[src/rtl/sub_sched_pkg.sv]
// Shared types for the sub-core scheduler: per-core slot states and read-path states.
package sub_sched_pkg;

  typedef enum logic [1:0] {
    S_IDLE,
    S_LAUNCH,
    S_RUN
  } slot_state_t;

  typedef enum logic {
    RD_IDLE,
    RD_WAIT
  } rd_state_t;

  localparam int MAX_CORES = 8;

endpackage

[src/rtl/sub_core_slot.sv]
// One sub-core slot: launch/run/idle tracking with a registered launch pulse.
// With SUB_SCHED_PERF_EN defined it also keeps a saturating busy-cycle counter.
module sub_core_slot
  import sub_sched_pkg::*;
(
  input  logic        clk,
  input  logic        rst,
  input  logic        launch,
  input  logic        ended,
  output logic        busy,
  output logic        exec_requested
`ifdef SUB_SCHED_PERF_EN
  ,
  output logic [31:0] perf_cnt
`endif
);

  slot_state_t state_q, state_d;
  logic        busy_q, busy_d;
  logic        exec_q, exec_d;

  always_comb begin
    state_d = state_q;
    busy_d  = busy_q;
    exec_d  = 1'b0;
    case (state_q)
      S_IDLE: begin
        if (launch) begin
          state_d = S_LAUNCH;
          busy_d  = 1'b1;
          exec_d  = 1'b1;
        end
      end
      // ended is ignored here so a level left over from the previous run cannot retire the new one
      S_LAUNCH: begin
        state_d = S_RUN;
        busy_d  = 1'b1;
      end
      S_RUN: begin
        if (ended) begin
          state_d = S_IDLE;
          busy_d  = 1'b0;
        end
      end
      default: begin
        state_d = S_IDLE;
        busy_d  = 1'b0;
      end
    endcase
  end

  always_ff @(posedge clk) begin
    if (rst) begin
      state_q <= S_IDLE;
      busy_q  <= 1'b0;
      exec_q  <= 1'b0;
    end else begin
      state_q <= state_d;
      busy_q  <= busy_d;
      exec_q  <= exec_d;
    end
  end

  assign busy           = busy_q;
  assign exec_requested = exec_q;

`ifdef SUB_SCHED_PERF_EN
  logic [31:0] perf_q, perf_d;

  always_comb begin
    perf_d = perf_q;
    if (busy_q && (perf_q != 32'hFFFF_FFFF)) perf_d = perf_q + 32'd1;
  end

  always_ff @(posedge clk) begin
    if (rst) perf_q <= 32'd0;
    else     perf_q <= perf_d;
  end

  assign perf_cnt = perf_q;
`endif

endmodule

[src/rtl/sub_core_scheduler.sv]
// Main-core-side scheduler: round-robin fork dispatch, join detection and a single shared result-read path.
// Define SUB_SCHED_PERF_EN to add per-core busy-cycle counters on perf_cycles.
module sub_core_scheduler
  import sub_sched_pkg::*;
#(
  parameter  int CORE_NUM = 4,
  parameter  int RD_LAT   = 1,
  localparam int IDX_W    = $clog2(CORE_NUM)
) (
  input  logic                  clk,
  input  logic                  rst,
  input  logic                  fork_valid,
  input  logic [31:0]           fork_pc,
  output logic                  fork_ready,
  output logic [IDX_W-1:0]      fork_core,
  input  logic                  join_valid,
  input  logic [CORE_NUM-1:0]   join_mask,
  output logic                  join_done,
  output logic [CORE_NUM-1:0]   busy,
  output logic [CORE_NUM-1:0]   exec_requested,
  output logic [31:0]           requested_pc,
  input  logic [CORE_NUM-1:0]   ended,
  input  logic                  rd_valid,
  input  logic [IDX_W-1:0]      rd_core,
  input  logic [31:0]           rd_addr,
  output logic                  rd_ready,
  output logic                  rd_resp_valid,
  output logic [31:0]           rd_resp_data,
  output logic [31:0]           fetch_addr,
  input  logic [32*CORE_NUM-1:0] fetch_result
`ifdef SUB_SCHED_PERF_EN
  ,
  output logic [32*CORE_NUM-1:0] perf_cycles
`endif
);

  localparam int CNT_W = (RD_LAT < 2) ? 1 : $clog2(RD_LAT + 1);

  logic [CORE_NUM-1:0] busy_w;
  logic [CORE_NUM-1:0] launch_w;
  logic [IDX_W-1:0]    pick_idx;
  logic                pick_found;
  logic                fork_fire;
  int                  cand;

  logic [IDX_W-1:0]    rr_q, rr_d;
  logic [31:0]         req_pc_q, req_pc_d;

  // Round-robin pick: first idle core at or after the pointer, wrapping to 0
  always_comb begin
    pick_found = 1'b0;
    pick_idx   = '0;
    cand       = 0;
    for (int k = 0; k < CORE_NUM; k++) begin
      cand = (int'(rr_q) + k) % CORE_NUM;
      if (!pick_found && !busy_w[IDX_W'(cand)]) begin
        pick_found = 1'b1;
        pick_idx   = IDX_W'(cand);
      end
    end
  end

  assign fork_ready = |(~busy_w);
  assign fork_core  = pick_idx;
  assign fork_fire  = fork_valid && fork_ready;

  always_comb begin
    rr_d     = rr_q;
    req_pc_d = req_pc_q;
    if (fork_fire) begin
      req_pc_d = fork_pc;
      rr_d     = (pick_idx == IDX_W'(CORE_NUM - 1)) ? '0 : pick_idx + IDX_W'(1);
    end
  end

  always_ff @(posedge clk) begin
    if (rst) begin
      rr_q     <= '0;
      req_pc_q <= 32'd0;
    end else begin
      rr_q     <= rr_d;
      req_pc_q <= req_pc_d;
    end
  end

  genvar gi;
  generate
    for (gi = 0; gi < CORE_NUM; gi++) begin : g_slot
      assign launch_w[gi] = fork_fire && (pick_idx == IDX_W'(gi));
      sub_core_slot u_slot (
        .clk            (clk),
        .rst            (rst),
        .launch         (launch_w[gi]),
        .ended          (ended[gi]),
        .busy           (busy_w[gi]),
        .exec_requested (exec_requested[gi])
`ifdef SUB_SCHED_PERF_EN
        ,
        .perf_cnt       (perf_cycles[32*gi +: 32])
`endif
      );
    end
  endgenerate

  assign busy         = busy_w;
  assign requested_pc = req_pc_q;

  // Join: one pulse per join_valid assertion, re-armed when join_valid drops
  logic join_done_q, join_done_d;
  logic join_fired_q, join_fired_d;

  always_comb begin
    join_done_d  = join_valid && !join_fired_q && ((join_mask & busy_w) == '0);
    join_fired_d = join_valid ? (join_fired_q || join_done_d) : 1'b0;
  end

  always_ff @(posedge clk) begin
    if (rst) begin
      join_done_q  <= 1'b0;
      join_fired_q <= 1'b0;
    end else begin
      join_done_q  <= join_done_d;
      join_fired_q <= join_fired_d;
    end
  end

  assign join_done = join_done_q;

  // Shared read path: one outstanding read, RD_LAT+1 cycles from accept to response
  rd_state_t          rd_state_q, rd_state_d;
  logic [CNT_W-1:0]   rd_cnt_q, rd_cnt_d;
  logic [IDX_W-1:0]   rd_core_q, rd_core_d;
  logic [31:0]        fetch_addr_q, fetch_addr_d;
  logic               rd_resp_valid_q, rd_resp_valid_d;
  logic [31:0]        rd_resp_data_q, rd_resp_data_d;
  logic [31:0]        sel_data;

  always_comb begin
    sel_data = 32'd0;
    for (int i = 0; i < CORE_NUM; i++) begin
      if (rd_core_q == IDX_W'(i)) sel_data = fetch_result[32*i +: 32];
    end
  end

  always_comb begin
    rd_state_d      = rd_state_q;
    rd_cnt_d        = rd_cnt_q;
    rd_core_d       = rd_core_q;
    fetch_addr_d    = fetch_addr_q;
    rd_resp_valid_d = 1'b0;
    rd_resp_data_d  = rd_resp_data_q;
    case (rd_state_q)
      RD_IDLE: begin
        if (rd_valid) begin
          rd_state_d   = RD_WAIT;
          fetch_addr_d = rd_addr;
          rd_core_d    = rd_core;
          rd_cnt_d     = CNT_W'(RD_LAT);
        end
      end
      RD_WAIT: begin
        if (rd_cnt_q == '0) begin
          rd_state_d      = RD_IDLE;
          rd_resp_valid_d = 1'b1;
          rd_resp_data_d  = sel_data;
        end else begin
          rd_cnt_d = rd_cnt_q - CNT_W'(1);
        end
      end
      default: rd_state_d = RD_IDLE;
    endcase
  end

  always_ff @(posedge clk) begin
    if (rst) begin
      rd_state_q      <= RD_IDLE;
      rd_cnt_q        <= '0;
      rd_core_q       <= '0;
      fetch_addr_q    <= 32'd0;
      rd_resp_valid_q <= 1'b0;
      rd_resp_data_q  <= 32'd0;
    end else begin
      rd_state_q      <= rd_state_d;
      rd_cnt_q        <= rd_cnt_d;
      rd_core_q       <= rd_core_d;
      fetch_addr_q    <= fetch_addr_d;
      rd_resp_valid_q <= rd_resp_valid_d;
      rd_resp_data_q  <= rd_resp_data_d;
    end
  end

  assign rd_ready      = (rd_state_q == RD_IDLE);
  assign rd_resp_valid = rd_resp_valid_q;
  assign rd_resp_data  = rd_resp_data_q;
  assign fetch_addr    = fetch_addr_q;

endmodule

[config.mk]
export PLATFORM = sky130hd
export DESIGN_NAME = sub_core_scheduler
export DESIGN_NICKNAME = d
export VERILOG_FILES = /design/src/rtl/sub_sched_pkg.sv /design/src/rtl/sub_core_slot.sv /design/src/rtl/sub_core_scheduler.sv
export SDC_FILE = /design/constraint.sdc
export NUM_CORES = 1
export LEC_CHECK = 0
export BUFFER_PORTS_ARGS = -buffer_cell sky130_fd_sc_hd__buf_2
export CELL_PAD_IN_SITES_DETAIL_PLACEMENT = 1
export CELL_PAD_IN_SITES_GLOBAL_PLACEMENT = 2
export CORE_MARGIN = 1
export CORE_UTILIZATION = 24
export DETAILED_ROUTE_END_ITERATION = 10
export HOLD_SLACK_MARGIN = 0.1
export PLACE_DENSITY_LB_ADDON = 0.1
export SLEW_MARGIN = 0
export SYNTH_ARGS = -nofsm -noshare
export SYNTH_HDL_FRONTEND = slang
export SYNTH_HIERARCHICAL = 1
export SYNTH_SLANG_ARGS = --single-unit
[constraint.sdc]
create_clock -name clk -period 1.9 [get_ports clk]
set_input_delay 0.475 -clock clk [delete_from_list [all_inputs] [get_ports clk]]
set_output_delay 0.475 -clock clk [all_outputs]
set_load 0.1 [all_outputs]
## Word level (Yosys, flattened, before mapping)

Index checks and enable logic that the tools add are counted.

| storage, ports and cells | value |
|---|---|
| bits in registers | 121 |
| output and inout port bits | 110 |

| operators by class | value |
|---|---|
| $add $sub $neg | 5 |
| order comparisons | 4 |
| eq/ne operators | 23 |
| muxes and demuxes | 59 |
| bitwise gates (word level) | 9 |
| reductions and logical operators | 37 |

Operators with widths:

| kind | number |
|---|---|
| $mux 32 | 4 |
| $mux 1 | 28 |
| $mux 2 | 13 |
| $pmux 2 s3 | 4 |
| $eq 2x2->1 const B | 8 |
| $lt 2x4->1 const B | 4 |
| $eq 2x1->1 const B | 6 |
| $logic_not 2->1 | 6 |
| $pmux 1 s3 | 4 |
| $reduce_and 2->1 | 6 |
| $reduce_or 2->1 | 6 |
| $logic_and 1x1->1 | 10 |
| $ne 2x2->1 const B | 5 |
| $bmux 1 s2 | 4 |
| $ne 2x1->1 const B | 4 |
| $not 1->1 | 7 |
| $logic_not 1->1 | 6 |
| $add 2x1->2 const B | 2 |
| $add 2x2->2 const B | 2 |
| $and 4x4->4 | 1 |
| $logic_not 4->1 | 1 |
| $not 4->4 | 1 |
| $pmux 1 s2 | 2 |
| $reduce_or 4->1 | 1 |
| 2 further kinds | 2 |

## Logic depth before layout (Yosys ltp)

| depth | value |
|---|---|
| word-level depth | 17 |
| depth in mapped cells | 7 |

## Cells and area by module

The synthesis kept the hierarchy.

By module, submodules not included:

| module | instances | cells an instance | area each (um^2) |
|---|---|---|---|
| sub_core_scheduler | 1 | 532 | 5002.3 |
| sub_core_slot | 4 | 13 | 152.6 |

## Least setup slack after synthesis

No wires, ideal clock.

| timing | value |
|---|---|
| kind | flip-flop to flip-flop |
| from | register g_slot[1].u_slot.busy_q |
| to | register g_slot[3].u_slot.busy_q |
| library setup time | 0.103 ns |
| arrival | 4.683 ns |
| setup slack | -2.886 ns |
| cell stages (with the launch flop) | 7 |
| clock period less this slack | 4.786 ns |
| cells stage by stage | dfxtp_1 o21ai_0 a221oi_1 ha_1 and3_1 nor3_1 a2111oi_2 |

| between the ends | value |
|---|---|
| cells in the longest elaborated chain, start to end | 16 |

RTL lines:

| item | line | text |
|---|---|---|
| start, declared | sub_core_slot.sv:19 | `logic busy_q, busy_d;` |
| start signal, assigned | sub_core_slot.sv:59 | `busy_q <= busy_d;` |
| $bmux 1 s2 | sub_core_scheduler.sv:56 | `if (!pick_found && !busy_w[IDX_W'(cand)]) begin` |
| $mux 1 (not written as such) (2 in series) | sub_core_scheduler.sv:56 |  |
| $logic_not 1->1 | sub_core_scheduler.sv:56 |  |
| $logic_and 1x1->1 | sub_core_scheduler.sv:56 |  |
| $mux 1 | sub_core_scheduler.sv:56 |  |
| $logic_not 1->1 | sub_core_scheduler.sv:56 |  |
| $logic_and 1x1->1 | sub_core_scheduler.sv:56 |  |
| $mux 1 | sub_core_scheduler.sv:56 |  |
| $logic_not 1->1 | sub_core_scheduler.sv:56 |  |
| $logic_and 1x1->1 | sub_core_scheduler.sv:56 |  |
| $mux 2 * | sub_core_scheduler.sv:56 |  |
| named net fork_core[1] | sub_core_scheduler.sv:15 | `output logic [IDX_W-1:0] fork_core,` |
| $eq 2x2->1 * | sub_core_scheduler.sv:89 | `assign launch_w[gi] = fork_fire && (pick_idx == IDX_W'(gi));` |
| $logic_and 1x1->1 * | sub_core_scheduler.sv:89 |  |
| named net launch_w[3] | sub_core_scheduler.sv:40 | `logic [CORE_NUM-1:0] launch_w;` |
| $ne 2x1->1 (no line) * | n/a |  |
| $reduce_and 2->1 (no line) * | n/a |  |
| end signal, assigned | sub_core_slot.sv:59 |  |
| end, declared | sub_core_slot.sv:19 |  |

Mark *: on every way through the listed nets, which the timed path passes. The rest lies on a longest branch. The select of a mux whose other input is x is not followed.
A chain may end at the register's enable or synchronous reset.

## Worst setup path after layout

| timing | value |
|---|---|
| from | register g_slot[0].u_slot.busy_q |
| to | output port fork_core[1] |

| between the ends | value |
|---|---|
| cells in the longest elaborated chain, start to end | 12 |

RTL lines:

| item | line |
|---|---|
| start, declared | sub_core_slot.sv:19 |
| start signal, assigned | sub_core_slot.sv:59 |
| $bmux 1 s2 | sub_core_scheduler.sv:56 |
| $mux 1 (not written as such) (2 in series) | sub_core_scheduler.sv:56 |
| $logic_not 1->1 | sub_core_scheduler.sv:56 |
| $logic_and 1x1->1 | sub_core_scheduler.sv:56 |
| $mux 1 | sub_core_scheduler.sv:56 |
| $logic_not 1->1 | sub_core_scheduler.sv:56 |
| $logic_and 1x1->1 | sub_core_scheduler.sv:56 |
| $mux 1 | sub_core_scheduler.sv:56 |
| $logic_not 1->1 | sub_core_scheduler.sv:56 |
| $logic_and 1x1->1 | sub_core_scheduler.sv:56 |
| $mux 2 * | sub_core_scheduler.sv:56 |
| end, declared | sub_core_scheduler.sv:15 |

Every way passes the cells marked *; elsewhere a longest branch is shown, timed or not. The select of a mux whose other input is x is not followed.

==> out/results.ini <==
[hold_path]
hold_class=in -> reg

[yosys]
yosysSeqAreaShare=0.432
synth_enable_flop_cells=0
synth.cell_area_sq_um=5610
synth_cell_type_count=37
syn_nets=795
synth_top_area_frac=0.432
async_flop_share=0
synthCells=584
synth.avg_cell_area_sq_um=9.61
ys.flop_type=dfxtp_1
yosysWarnings=6
synth_top_area_cell=dfxtp_1
ys_seq_elements=121
yosys-top-cells-area=dfxtp_1 43%, mux2i_1 11%, o22ai_2 6.5%

[layout]
n_fill_cell=2680
drive_gt1_frac=0.521
fin_cells=1237
finalNetCount=1117
syn_to_final_growth_pct=51.4
finish.utilization=0.373

[drt]
wl_mm=21.3
drt_iter0_drc=215
ant_nets=0
routedWlPerCell_um=17.2
vias=5633
vias_per_cell=4.55
drcViolationCount=0
drtPass1Iterations=4

[cts]
path_clk_slew_ns=0.06
cts_buffer_depth=2
clock-root-buffer=clkbuf_16
htreeDepth=4
numCtsBuffers=17
insertion_delay_ns=0.41
cts_tree=done
clkSinkCount=121

[sta]
setup_viol=2
clock_skew_ns=0.00921
hold_violations=0
fin_setup_tns_ns=-0.0839
fin_ws_ns=-0.0544
fin_crit_sh=1.03
worst_pin_slew_ns=0.530
slew_headroom=0.649
fin_crit_ns=1.95
rsz0062_at_grt=yes
fmax_mhz=512
slew_viol_final=0

[global_route]
grt.total_usage=0.175
antenna_found_initial=5
use_met3=0.0669
grt_pass1_wl_mm=32.2
grt_use_met2=0.312
grt-busiest-layer=met2
grt.overflow.total=0
grt_pass1_vias=5912
grt_max_degree=50
grt_use_met1=0.190

[power_and_ir_drop]
p_leak_nw=4.04
ir_drop_mv=0.541
clkPwrFrac=0.362
finalPower_mw=9.96
p_seq_frac=0.302
p_switching_mw=3.81
p_sw_frac=0.383
power_density_nw_per_um2=1170
p_int_mw=6.15
power_frac_comb=0.336

[setup_path]
endpoint_kind=output pin
start_kind=register
path_buf_inv=1
path_cells=o21a_1 -> nor2_2 -> a221oi_4 -> buf_12
cp.arrival_ns=1.48
path_delay_family=compound AO/OA/AOI/OAI gates
cpMaxStageDelayCell=dfxtp_4
crit_type=reg -> out
required_ns=1.42
critPathMaxStageDelay_ns=0.38
crit_fanout=6

[placed_design]
routabilityCongestion=0.753
hpwl_mm=15.9
port_buffers=316
pre_cts_slack_ns=0.0522
place_inst=1188

[floorplanning]
rows=55
core_area_sq_um=22800
start_util=0.246
die-area_sq_um=24000
dieWidth_um=155
io_pins=317
die-height_um=155

[outcome]
status=complete, but fails checks
failed_checks=setup timing

[flow_run]
max-cap-violations=0

-- logic make-up (layout without fill, tap and decap cells) --
kind of cell / after synthesis / in the layout / synth area share
AOI/OAI and AO/OA: 186 / 186 / 0.258
and+or+nand+nor: 152 / 152 / 0.140
DFF: 121 / 121 / 0.432
muxes: 64 / 64 / 0.114
buffers and inverters: 57 / 392 / 0.0473
adders and majority gates: 4 / 4 / 0.00892
other: 0 / 5 / 0
-- metrics by stage --
step / hold WS (ns) / area (sq um)
6_report: 0.286 / 8500
5_1_grt: 0.257 / 8490
4_1_cts: 0.265 / 8470
3_5_place_dp: 0.430 / 7700
3_3_place_gp: 0.404 / 7700
2_1_floorplan: 0.399 / 5670
-- flip-flops by register name, summed over array words and instances (netlist names), 2 cells and up --
signal	count
fetch_addr	32
rr_q	2
rd_core_q	2
g_slot.u_slot/exec_requested	4
rd_resp_data	32
requested_pc	32
g_slot.u_slot/state_q	8
g_slot.u_slot/busy	4
-- power groups by stage --
stage,Clock (mW),Combinational [mW],Sequential [mW]
final,3.61,3.34,3.01
after global routing,3.85,3.50,3.05
after CTS,3.71,3.35,3.01
after detailed placement,0,3.16,3.07
after global placement,0,3.14,3.06
after floorplan,0,1.02,4.37
-- cells in the final DEF, fill, tap and decap left out, drive strengths merged, types with 3 or more instances in the layout --
cell | synthesis | routed
a21o | 31 | 31
o22ai | 31 | 31
diode | 0 | 5
or3b | 4 | 4
nor4b | 8 | 8
and2 | 4 | 4
bufinv | 0 | 5
and3 | 5 | 5
a31o | 32 | 32
clkinv | 0 | 5
o21ai | 3 | 3
clkbuf | 27 | 19
buf | 23 | 352
a21oi | 71 | 71
nor2 | 6 | 6
o21a | 6 | 6
clkinvlp | 0 | 3
a2111oi | 4 | 4
nor3 | 6 | 6
mux2i | 64 | 64
dfxtp | 121 | 121
nand2 | 71 | 71
ha | 4 | 4
nand2b | 38 | 38
inv | 7 | 8
nor2b | 4 | 4
-- synthesized netlist by cell type, types with 2 or more instances --
| library cell | number |
|---|---|
| dfxtp_1 | 121 |
| nand2_1 | 71 |
| a21oi_1 | 67 |
| mux2i_1 | 64 |
| nand2b_1 | 38 |
| a31o_2 | 32 |
| a21o_1 | 31 |
| o22ai_2 | 29 |
| clkbuf_1 | 27 |
| buf_2 | 17 |
| nor4b_1 | 8 |
| inv_1 | 6 |
| nor2_1 | 6 |
| nor3_1 | 6 |
| o21a_1 | 6 |
| and3_1 | 5 |
| a2111oi_2 | 4 |
| a21oi_2 | 4 |
| and2_1 | 4 |
| buf_6 | 4 |
| ha_1 | 4 |
| nor2b_1 | 4 |
| or3b_1 | 4 |
| o21ai_0 | 3 |
| a22oi_1 | 2 |
| a31oi_1 | 2 |
| buf_1 | 2 |
| nand3_1 | 2 |
| nand4_1 | 2 |
| o22ai_1 | 2 |
-- path summary, 6_finish.rpt --
kind / startpoint / endpoint / slack [ns] / cells after the start
setup / recovery: g_slot[0].u_slot/busy / fork_core[1] / -0.05 / 4
hold / removal: fork_pc[3] / requested_pc[3] / 0.29 / 2
hold reg to reg: join_fired_q / join_done / 0.43 / 1
setup reg to reg: g_slot[0].u_slot/busy / g_slot[3].u_slot/busy / 0.10 / 8
-- timing repair --
action | in CTS | in global routing
buffers inserted | 12 | 0
resized for setup | 11 | 4
pin swaps | 5 | 3
cloned | 0 | 0
hold buffers | 0 | 0
setup endpoints to repair | 4 | 5
-- cell type report --
cell class | count | area, sq um | share of cell area
well taps | 313 | 392 | 0.0461
multi-input cells | 406 | 3000 | 0.353
repair buffers | 353 | 1960 | 0.231
inverters | 7 | 26.3 | 0.00309
clock inverters | 14 | 221 | 0.0261
clock buffers | 18 | 439 | 0.0517
flip-flops and latches | 121 | 2450 | 0.288
diodes | 5 | 12.5 | 0.00147
-- worst register-to-register path, delay by kind of cell, from the launching register on --
kind | cells | cell delay [ns]
AOI/OAI and AO/OA | 3 | 0.66
adders and majority gates | 1 | 0.16
buffers and inverters | 1 | 0.18
DFF | 1 | 0.38
and+or+nand+nor | 3 | 0.30
-- metal layers --
layer,up-vias,share of wire,routed length [um]
met2,206,0.50,10500
li1,2755,-,-
met1,2648,0.41,8700
met4,2,0.015,319
met3,22,0.080,1710
met5,-,0.00061,13
Power figures use the tool's default switching activity.
